--- src/rtl/dmem_lsu.sv ---
// Load/store unit: one outstanding data-memory access, with byte-lane masks, store-data alignment and load extension.
// Latency: accept at edge N, mask pulse in cycle N+1, rsp_valid one cycle after dmem_resp; faults respond in N+1.
// Backpressure: req_ready only in IDLE, so a single request is in flight; dmem side waits indefinitely for dmem_resp.
module dmem_lsu #(
  parameter int DATA_W = 32
) (
  input  logic                    clk,
  input  logic                    rst,
  input  logic                    req_valid,
  output logic                    req_ready,
  input  logic                    req_store,
  input  logic [2:0]              req_funct3,
  input  logic [31:0]             req_addr,
  input  logic [DATA_W-1:0]       req_wdata,
  input  logic [4:0]              req_rd_s,
  output logic [31:0]             dmem_addr,
  output logic [DATA_W/8-1:0]     dmem_rmask,
  output logic [DATA_W/8-1:0]     dmem_wmask,
  output logic [DATA_W-1:0]       dmem_wdata,
  input  logic [DATA_W-1:0]       dmem_rdata,
  input  logic                    dmem_resp,
  output logic                    rsp_valid,
  output logic                    rsp_we,
  output logic [4:0]              rsp_rd_s,
  output logic [DATA_W-1:0]       rsp_rd_v,
  output logic                    rsp_fault,
  output logic                    busy,
  output logic [15:0]             wait_cnt
);
  localparam int BYTES = DATA_W / 8;
  localparam int OFF_W = $clog2(BYTES);

  typedef enum logic [1:0] {IDLE = 2'd0, WAIT = 2'd1, RESP = 2'd2} state_t;

  state_t            state_q, state_d;
  logic              store_q, store_d;
  logic [2:0]        funct3_q, funct3_d;
  logic [31:0]       addr_q, addr_d;
  logic [DATA_W-1:0] wdata_q, wdata_d;
  logic [DATA_W-1:0] rdata_q, rdata_d;
  logic [4:0]        rd_q, rd_d;
  logic              fault_q, fault_d;
  logic              first_q, first_d;
  logic [15:0]       wcnt_q, wcnt_d;

  logic              illegal, misaligned;
  logic [OFF_W-1:0]  off;
  logic [7:0]        ones;
  logic [BYTES-1:0]  lane_mask;
  logic [DATA_W-1:0] shifted, ld_val;
  logic              sign_bit;
  int                nbits;

  assign off = addr_q[OFF_W-1:0];

  // Classify the offered request: unsupported funct3 encodings and size misalignment.
  always_comb begin
    illegal = (req_funct3 == 3'b111) || (req_store && req_funct3[2]) ||
              ((DATA_W == 32) && ((req_funct3[1:0] == 2'b11) || (req_funct3 == 3'b110)));
    case (req_funct3[1:0])
      2'b01:   misaligned = req_addr[0];
      2'b10:   misaligned = |req_addr[1:0];
      2'b11:   misaligned = |req_addr[2:0];
      default: misaligned = 1'b0;
    endcase
  end

  // Next-state logic: capture on accept, count WAIT cycles, latch read data on completion.
  always_comb begin
    state_d  = state_q;
    store_d  = store_q;
    funct3_d = funct3_q;
    addr_d   = addr_q;
    wdata_d  = wdata_q;
    rdata_d  = rdata_q;
    rd_d     = rd_q;
    fault_d  = fault_q;
    first_d  = 1'b0;
    wcnt_d   = wcnt_q;
    case (state_q)
      IDLE: begin
        if (req_valid) begin
          store_d  = req_store;
          funct3_d = req_funct3;
          addr_d   = req_addr;
          wdata_d  = req_wdata;
          rd_d     = req_rd_s;
          fault_d  = illegal || misaligned;
          if (illegal || misaligned) begin
            state_d = RESP;
          end else begin
            state_d = WAIT;
            first_d = 1'b1;
            wcnt_d  = 16'd0;
          end
        end
      end
      WAIT: begin
        wcnt_d = (wcnt_q == 16'hFFFF) ? wcnt_q : wcnt_q + 16'd1;
        if (dmem_resp) begin
          rdata_d = dmem_rdata;
          state_d = RESP;
        end
      end
      RESP:    state_d = IDLE;
      default: state_d = IDLE;
    endcase
  end

  // Lane mask and load-result extraction from the captured request and read data.
  always_comb begin
    case (funct3_q[1:0])
      2'b00:   ones = 8'h01;
      2'b01:   ones = 8'h03;
      2'b10:   ones = 8'h0F;
      default: ones = 8'hFF;
    endcase
    lane_mask = ones[BYTES-1:0] << off;
    shifted   = rdata_q >> {off, 3'b000};
    nbits     = 8 << funct3_q[1:0];
    case (funct3_q[1:0])
      2'b00:   sign_bit = shifted[7];
      2'b01:   sign_bit = shifted[15];
      2'b10:   sign_bit = shifted[31];
      default: sign_bit = shifted[DATA_W-1];
    endcase
    ld_val = shifted;
    for (int i = 0; i < DATA_W; i++) begin
      if (i >= nbits) ld_val[i] = sign_bit & ~funct3_q[2];
    end
  end

  // Output decode: dmem side driven only in WAIT, response side only in RESP.
  always_comb begin
    req_ready  = (state_q == IDLE);
    busy       = (state_q != IDLE);
    dmem_addr  = '0;
    dmem_rmask = '0;
    dmem_wmask = '0;
    dmem_wdata = '0;
    rsp_valid  = 1'b0;
    rsp_we     = 1'b0;
    rsp_rd_s   = '0;
    rsp_rd_v   = '0;
    rsp_fault  = 1'b0;
    if (state_q == WAIT) begin
      dmem_addr  = {addr_q[31:OFF_W], {OFF_W{1'b0}}};
      dmem_wdata = wdata_q << {off, 3'b000};
      if (first_q) begin
        if (store_q) dmem_wmask = lane_mask;
        else         dmem_rmask = lane_mask;
      end
    end
    if (state_q == RESP) begin
      rsp_valid = 1'b1;
      rsp_fault = fault_q;
      rsp_rd_s  = rd_q;
      if (!fault_q && !store_q) begin
        rsp_we   = (rd_q != 5'd0);
        rsp_rd_v = ld_val;
      end
    end
  end

  assign wait_cnt = wcnt_q;

  // State and capture registers with asynchronous reset.
  always_ff @(posedge clk or posedge rst) begin
    if (rst) begin
      state_q  <= IDLE;
      store_q  <= 1'b0;
      funct3_q <= '0;
      addr_q   <= '0;
      wdata_q  <= '0;
      rdata_q  <= '0;
      rd_q     <= '0;
      fault_q  <= 1'b0;
      first_q  <= 1'b0;
      wcnt_q   <= '0;
    end else begin
      state_q  <= state_d;
      store_q  <= store_d;
      funct3_q <= funct3_d;
      addr_q   <= addr_d;
      wdata_q  <= wdata_d;
      rdata_q  <= rdata_d;
      rd_q     <= rd_d;
      fault_q  <= fault_d;
      first_q  <= first_d;
      wcnt_q   <= wcnt_d;
    end
  end
endmodule

--- config.mk ---
export PLATFORM = sky130hd
export DESIGN_NAME = dmem_lsu
export DESIGN_NICKNAME = d
export VERILOG_FILES = /design/src/rtl/dmem_lsu.sv
export SDC_FILE = /design/constraint.sdc
export NUM_CORES = 1
export LEC_CHECK = 0
export CORE_UTILIZATION = 40
export CTS_BUF_LIST = sky130_fd_sc_hd__clkbuf_8 sky130_fd_sc_hd__clkbuf_16
export DETAILED_ROUTE_END_ITERATION = 6
export PLACE_DENSITY = 0.71
export SLEW_MARGIN = 20
export SYNTH_ARGS = -nofsm -noshare
export SYNTH_HDL_FRONTEND = slang
export SYNTH_SLANG_ARGS = --single-unit
--- constraint.sdc ---
create_clock -name clk -period 5.3 [get_ports clk]
set_input_delay 1.06 -clock clk [delete_from_list [all_inputs] [get_ports clk]]
set_output_delay 1.06 -clock clk [all_outputs]
set_load 0.02 [all_outputs]
# Word level (Yosys, flattened, before mapping)
# Cells that the tools add are included.
# word_totals
regBits	125
latch_bits	0
memories	0
mem_bits_ro	0
inputBits	109
ram_bits	0
# classes
n_mul	0
n_div	0
bitwise_logic	2
n_reduce_logical	19
shifts	4
mux	61
n_eq_ne	14
n_lt_le_gt_ge	32
addsub	1
# ops
cell	n
>= comparator 6 x 32 -> 1 bit, first input constant	16
>= comparator 5 x 32 -> 1 bit, first input constant	8
>= comparator 4 x 32 -> 1 bit, first input constant	4
two-way mux 32 bit	4
>= comparator 3 x 32 -> 1 bit, first input constant	2
two-way mux 16 bit	3
two-way mux 1 bit	39
>= comparator 1 x 32 -> 1 bit, first input constant	1
>= comparator 2 x 32 -> 1 bit, first input constant	1
case mux 16 bit (2 select lines)	1
<< shifter 32 x 5 -> 32 bit	1
<< shifter 4 x 2 -> 32 bit, first input constant	1
>> shifter 32 x 5 -> 32 bit	1
two-way mux 4 bit	6
adder 16 x 1 -> 16 bit, second input constant	1
equality test 16 bit, second input constant	1
case mux 4 bit (3 select lines)	1
equality test 2 bit, second input constant	4
!= test 2 bit, second input constant	4
equality test 2 x 1 -> 1 bit, second input constant	3
equality test 3 bit, second input constant	2
two-way mux 2 bit	3
AND reduction 2 bit	3
two-way mux 5 bit	1
15 further kinds	22

# Longest topological paths before layout
# depth
ltp_word	7
ltp_mapped	8
mapped_depth_nobuf	6

# Least setup slack after synthesis
# No wires, ideal clock.
# synth_timing
path_type	reg-to-output
from	reg addr_q[0]
to	out rsp_rd_v[24]
t_arrival_ps	1905
path_stages_with_launch	9
n_path_buf	3
setup_slack_ps	2335
cell_sequence	dfrtp_1 buf_2 nor2b_1 clkbuf_1 a2bb2oi_1 mux2i_1 a21oi_1 buf_2 a211oi_1
# synth_between
elab_chain_cells	6
# synth_lines
element	line	rtl
start, declared	38	logic [31:0] addr_q, addr_d;
start signal, assigned	184	addr_q <= addr_d;
>> shifter 32 x 5 -> 32 bit (*)	119	shifted = rdata_q >> {off, 3'b000};
case mux 1 bit (2 select lines)	121	case (funct3_q[1:0])
AND 1 bit	129	if (i >= nbits) ld_val[i] = sign_bit & ~funct3_q[2];
two-way mux 1 bit (*)	129	
two-way mux 32 bit (*)	158	if (!fault_q && !store_q) begin
two-way mux 32 bit (*)	154	if (state_q == RESP) begin
end, declared	25	output logic [DATA_W-1:0] rsp_rd_v,
# Every way passes the cells marked *; elsewhere a longest branch is shown, timed or not.

# Worst setup path after layout
# layout_timing
from	reg state_q[1]
to	out rsp_rd_v[0]
# layout_between
elab_chain_cells	2
# layout_lines
element	line	rtl
start, declared	35	state_t state_q, state_d;
start signal, assigned	181	state_q <= state_d;
equality test 2 bit	154	
two-way mux 32 bit	154	
# Every way passes these cells.

==> results.txt <==
----------------------------------------------------
[CTS]
  TritonCTS clock tree ... yes
  Clock transition time at the flip-flop clock pins of the worst setup and hold paths ... roughly 0.060 ns
  H-Tree Level Count ... 4
  Clock sink total ... approximately 130
  Root buffer selected by CTS ... sky130_fd_sc_hd__clkbuf_16
  Buffer depth of the longest clock path ... 2
  TritonCTS buffer count ... 17
  Post-cts resize count ... 0
  Number of buffers inserted to repair setup after CTS ... 0
  Clock latency on the worst-skew pair ... ~0.43 ns
  CTS Hold Bufs ... 0

[STA]
  Summed negative setup slack over all endpoints ... 0 ns
  Fmax achieved ... 233.6 MHz
  RSZ-0062 raised after global routing ... false
  Final-report hold violation count ... 0
  Fraction of the cycle the final worst path needs ... 0.8077
  Clock period minus worst slack ... between 4 and 5 ns
  Number of pins with negative max-slew slack in the final report ... 0
  Worst slew pin tran ... 0.9592 ns
  Setup Skew ... 0.01743 ns
  Relative max-transition margin ... 0.3590
  Number of setup violations in the final report ... 0
  Crit path setup slack, layout ... 1.019 ns

[Die]
  Placeable core region ... 16060 µm²
  Die Wd ... 131.1 µm
  Total I/O pin count ... 239
  Number of rows in the core area ... 46
  Vertical die dimension ... 131.1 µm
  Effective utilization at floorplan ... 0.4155
  Overall die area ... 17200 µm²

[Critical path]
  Reg2reg start ... wait_cnt[0]
  Critical Path AT ... between 3 and 4 ns
  CP Launch Type ... register
  Worst r2r path cells ... 6
  Endpoint class of the critical path ... output port
  Setup slack, reg-to-reg ... approximately 3.0 ns
  Worst reg2reg endpoint ... wait_cnt[13]
  Critical-path maximum fanout ... 25
  Worst Path Required ... 4.24 ns
  Worst Setup Path Type ... reg -> out

[Power]
  Total power density per cell area ... 427.0 nW/µm²
  Static leakage ... 4.262 nW
  VDD IR max ... 0.2815 mV
  Total power after layout ... between 4 and 5 mW

[Global routing]
  Wire length of the first global-routing pass ... 32.72 mm
  Most congested layer reported by global routing ... met2
  Antenna violations before repair ... 0
  Overall routing resource usage ... 0.2456
  Via count of the first global-routing pass ... just under 6k
  Leftover overflow at the end of global routing ... 0
  Maximum number of pins on one net before global-route repair ... 78
  Grt met3 use ... 0.09105
  Met1 track utilization from global routing ... 0.3018
  Met2 track demand over resource ... 0.3969

[Finish]
  Area Growth Syn to Fin ... 47.17%
  Number of nets in the finished design ... 1083
  Total non-filler cell area in the finished layout ... 9818 µm²
  Share of cells above drive strength 1 ... 0.09026
  Final Non-Filler Cells ... 1202
  Antenna diode count ... 0

[Hold path]
  Min-Delay Startpoint ... addr_q[26]
  Hold Path Depth ... 2
  Worst min-delay path endpoint ... addr_q[26]
  Type of the most critical hold path ... reg -> reg

[Placed design]
  I/O Buffers ... between 200 and 250
  Post-place setup slack ... 1.455 ns
  Area of placed instances ... 9156 µm²
  Cells after DPL ... 1170
  Weighted congestion at the end of routability-driven global placement ... 0.8014
  DP Wirelength ... 14.04 mm

[Logic synthesis]
  Number of flops mapped to enable cells by yosys ... 0
  Synth Register Bits ... 125
  Synth Warn # ... 0
  Register area share after synthesis ... 0.4689
  Number of distinct library cell variants in the gate-level netlist after synthesis ... 46
  Share of the synthesized area in the top cell type ... 0.4689
  Most used standard cell by instance count after synthesis ... sky130_fd_sc_hd__nand2_1
  Gate Count Post-Synth ... ~770
  Primary FF master, synth ... sky130_fd_sc_hd__dfrtp_1
  Mean Syn Cell Area ... 8.721 µm²
  Post-synthesis async set-or-reset flop share ... 1.000
  Most area-consuming cells after synthesis ... sky130_fd_sc_hd__dfrtp_1 (47%), sky130_fd_sc_hd__nand2_1 (13%), sky130_fd_sc_hd__mux2_2 (5.6%), sky130_fd_sc_hd__mux2i_1 (5.3%), sky130_fd_sc_hd__a211oi_1 (4.5%)
  Library cell occupying the most area in the post-synthesis netlist ... sky130_fd_sc_hd__dfrtp_1
  Summed instance area of the synthesized netlist ... roughly 6700 µm²
  Most used standard cells in the synthesized netlist ... sky130_fd_sc_hd__nand2_1 (236), sky130_fd_sc_hd__dfrtp_1 (125), sky130_fd_sc_hd__nor2_1 (45)

[Routing]
  # DRC ... 0
  Wire length reported by the detailed router ... 20.52 mm
  Vias per cell ... 5.104
  Overall via count from detail_route ... 6135
  Average routed wire per standard cell ... 17.07 µm
  Starting DRC count in detailed routing ... 456
  Count of antenna-violating nets left after detailed routing ... 0
  Number of iterations in the first detailed-routing pass ... 5

[Outcome]
  Run status ... complete, no violations

[Job]
  Number of maximum-capacitance violations ... 0

----------------------------------------------------
==> cells by family after synthesis <==
logic type | Yosys count | share of synthesized area
other | 1 | 0.0005621
buffers and inverters | 61 | 0.03995
DFF | 125 | 0.4689
muxes | 68 | 0.1082
adders and majority gates | 1 | 0.001875
and+or+nand+nor | 399 | 0.2695
AOI/OAI and AO/OA | 110 | 0.1110
==> how the worst max path moves through the flow <==
stage                   end  slack, ns       start  cells past startpoint
6_report        rsp_rd_v[0]       1.02  state_q[1]                      4
5_1_grt        rsp_rd_v[31]       0.72  state_q[1]                      4
4_1_cts         rsp_rd_v[0]       0.99  state_q[1]                      4
3_5_place_dp   rsp_rd_v[23]       1.46  state_q[1]                      4
3_3_place_gp   rsp_rd_v[17]       1.31   addr_q[0]                      6
2_1_floorplan     addr_q[0]       0.91         rst                      1
==> cell type report <==
| type | count | area (µm²) |
|---|---|---|
| Fill cell | 1376 | 6240 |
| Multi-Input combinational cell | 580 | 3297 |
| Sequential cell | 125 | 3133 |
| Timing Repair Buffer | 244 | 2435 |
| Clock buffer | 20 | 466.7 |
| Tap cell | 216 | 270.3 |
| Clock inverter | 12 | 192.7 |
| Inverter | 5 | 23.77 |
==> report_power, final <==
group	leakage, nW	switching, mW	internal [mW]	total (mW)
logic	2.39	0.705	0.629	1.33
clock network	0.323	0.433	0.868	1.30
registers	1.55	0.304	1.25	1.56
total	4.26	1.44	2.75	4.19
==> state kept, by name (all words and copies together) (netlist names), 2 cells and up <==
signal and flops:
wdata_q 32, funct3_q 3, wait_cnt 16, rdata_q 32, rd_q 5, addr_q 32, state_q 2
==> worst max-delay path, cell delays in order (launching register included) <==
cell	delay, ns
sky130_fd_sc_hd__dfrtp_1	0.40
sky130_fd_sc_hd__nor2b_1	0.53
sky130_fd_sc_hd__nand2_1	0.74
sky130_fd_sc_hd__a211oi_1	0.46
sky130_fd_sc_hd__clkdlybuf4s50_1	0.68
==> routing by layer <==
metal / part of all wire / vias to the layer above
met1: 0.42 / 2917
met2: 0.48 / 205
li1: - / 2994
met3: 0.086 / 19
met5: 0 / -
met4: 0.016 / 0
==> layout by cell type (no fill, tap or decap), drive strengths merged, types with 2 or more instances in the layout <==
cell type / count
a211oi: 40
a21oi: 32
and2: 44
and3: 2
and4: 3
buf: 8
bufinv: 5
clkbuf: 20
clkdlybuf4s50: 236
clkinvlp: 3
conb: 2
dfrtp: 125
inv: 9
mux2: 33
mux2i: 35
nand2: 236
nand2b: 3
nand3: 7
nand4: 8
nor2: 45
nor2b: 20
nor3: 13
nor4: 2
o21a: 9
o21ai: 16
o31ai: 7
or2: 2
or3: 3
or4: 9
==> stage by stage <==
step / hold WS [ns] / util
2_1_floorplan: 0.4374 / -
3_3_place_gp: 0.4483 / 0.5700
3_5_place_dp: 0.4538 / 0.5702
4_1_cts: 0.4679 / 0.6113
5_1_grt: 0.4791 / 0.6114
6_report: 0.4644 / 0.6114
No activity file was read; power rests on OpenSTA's default activity.
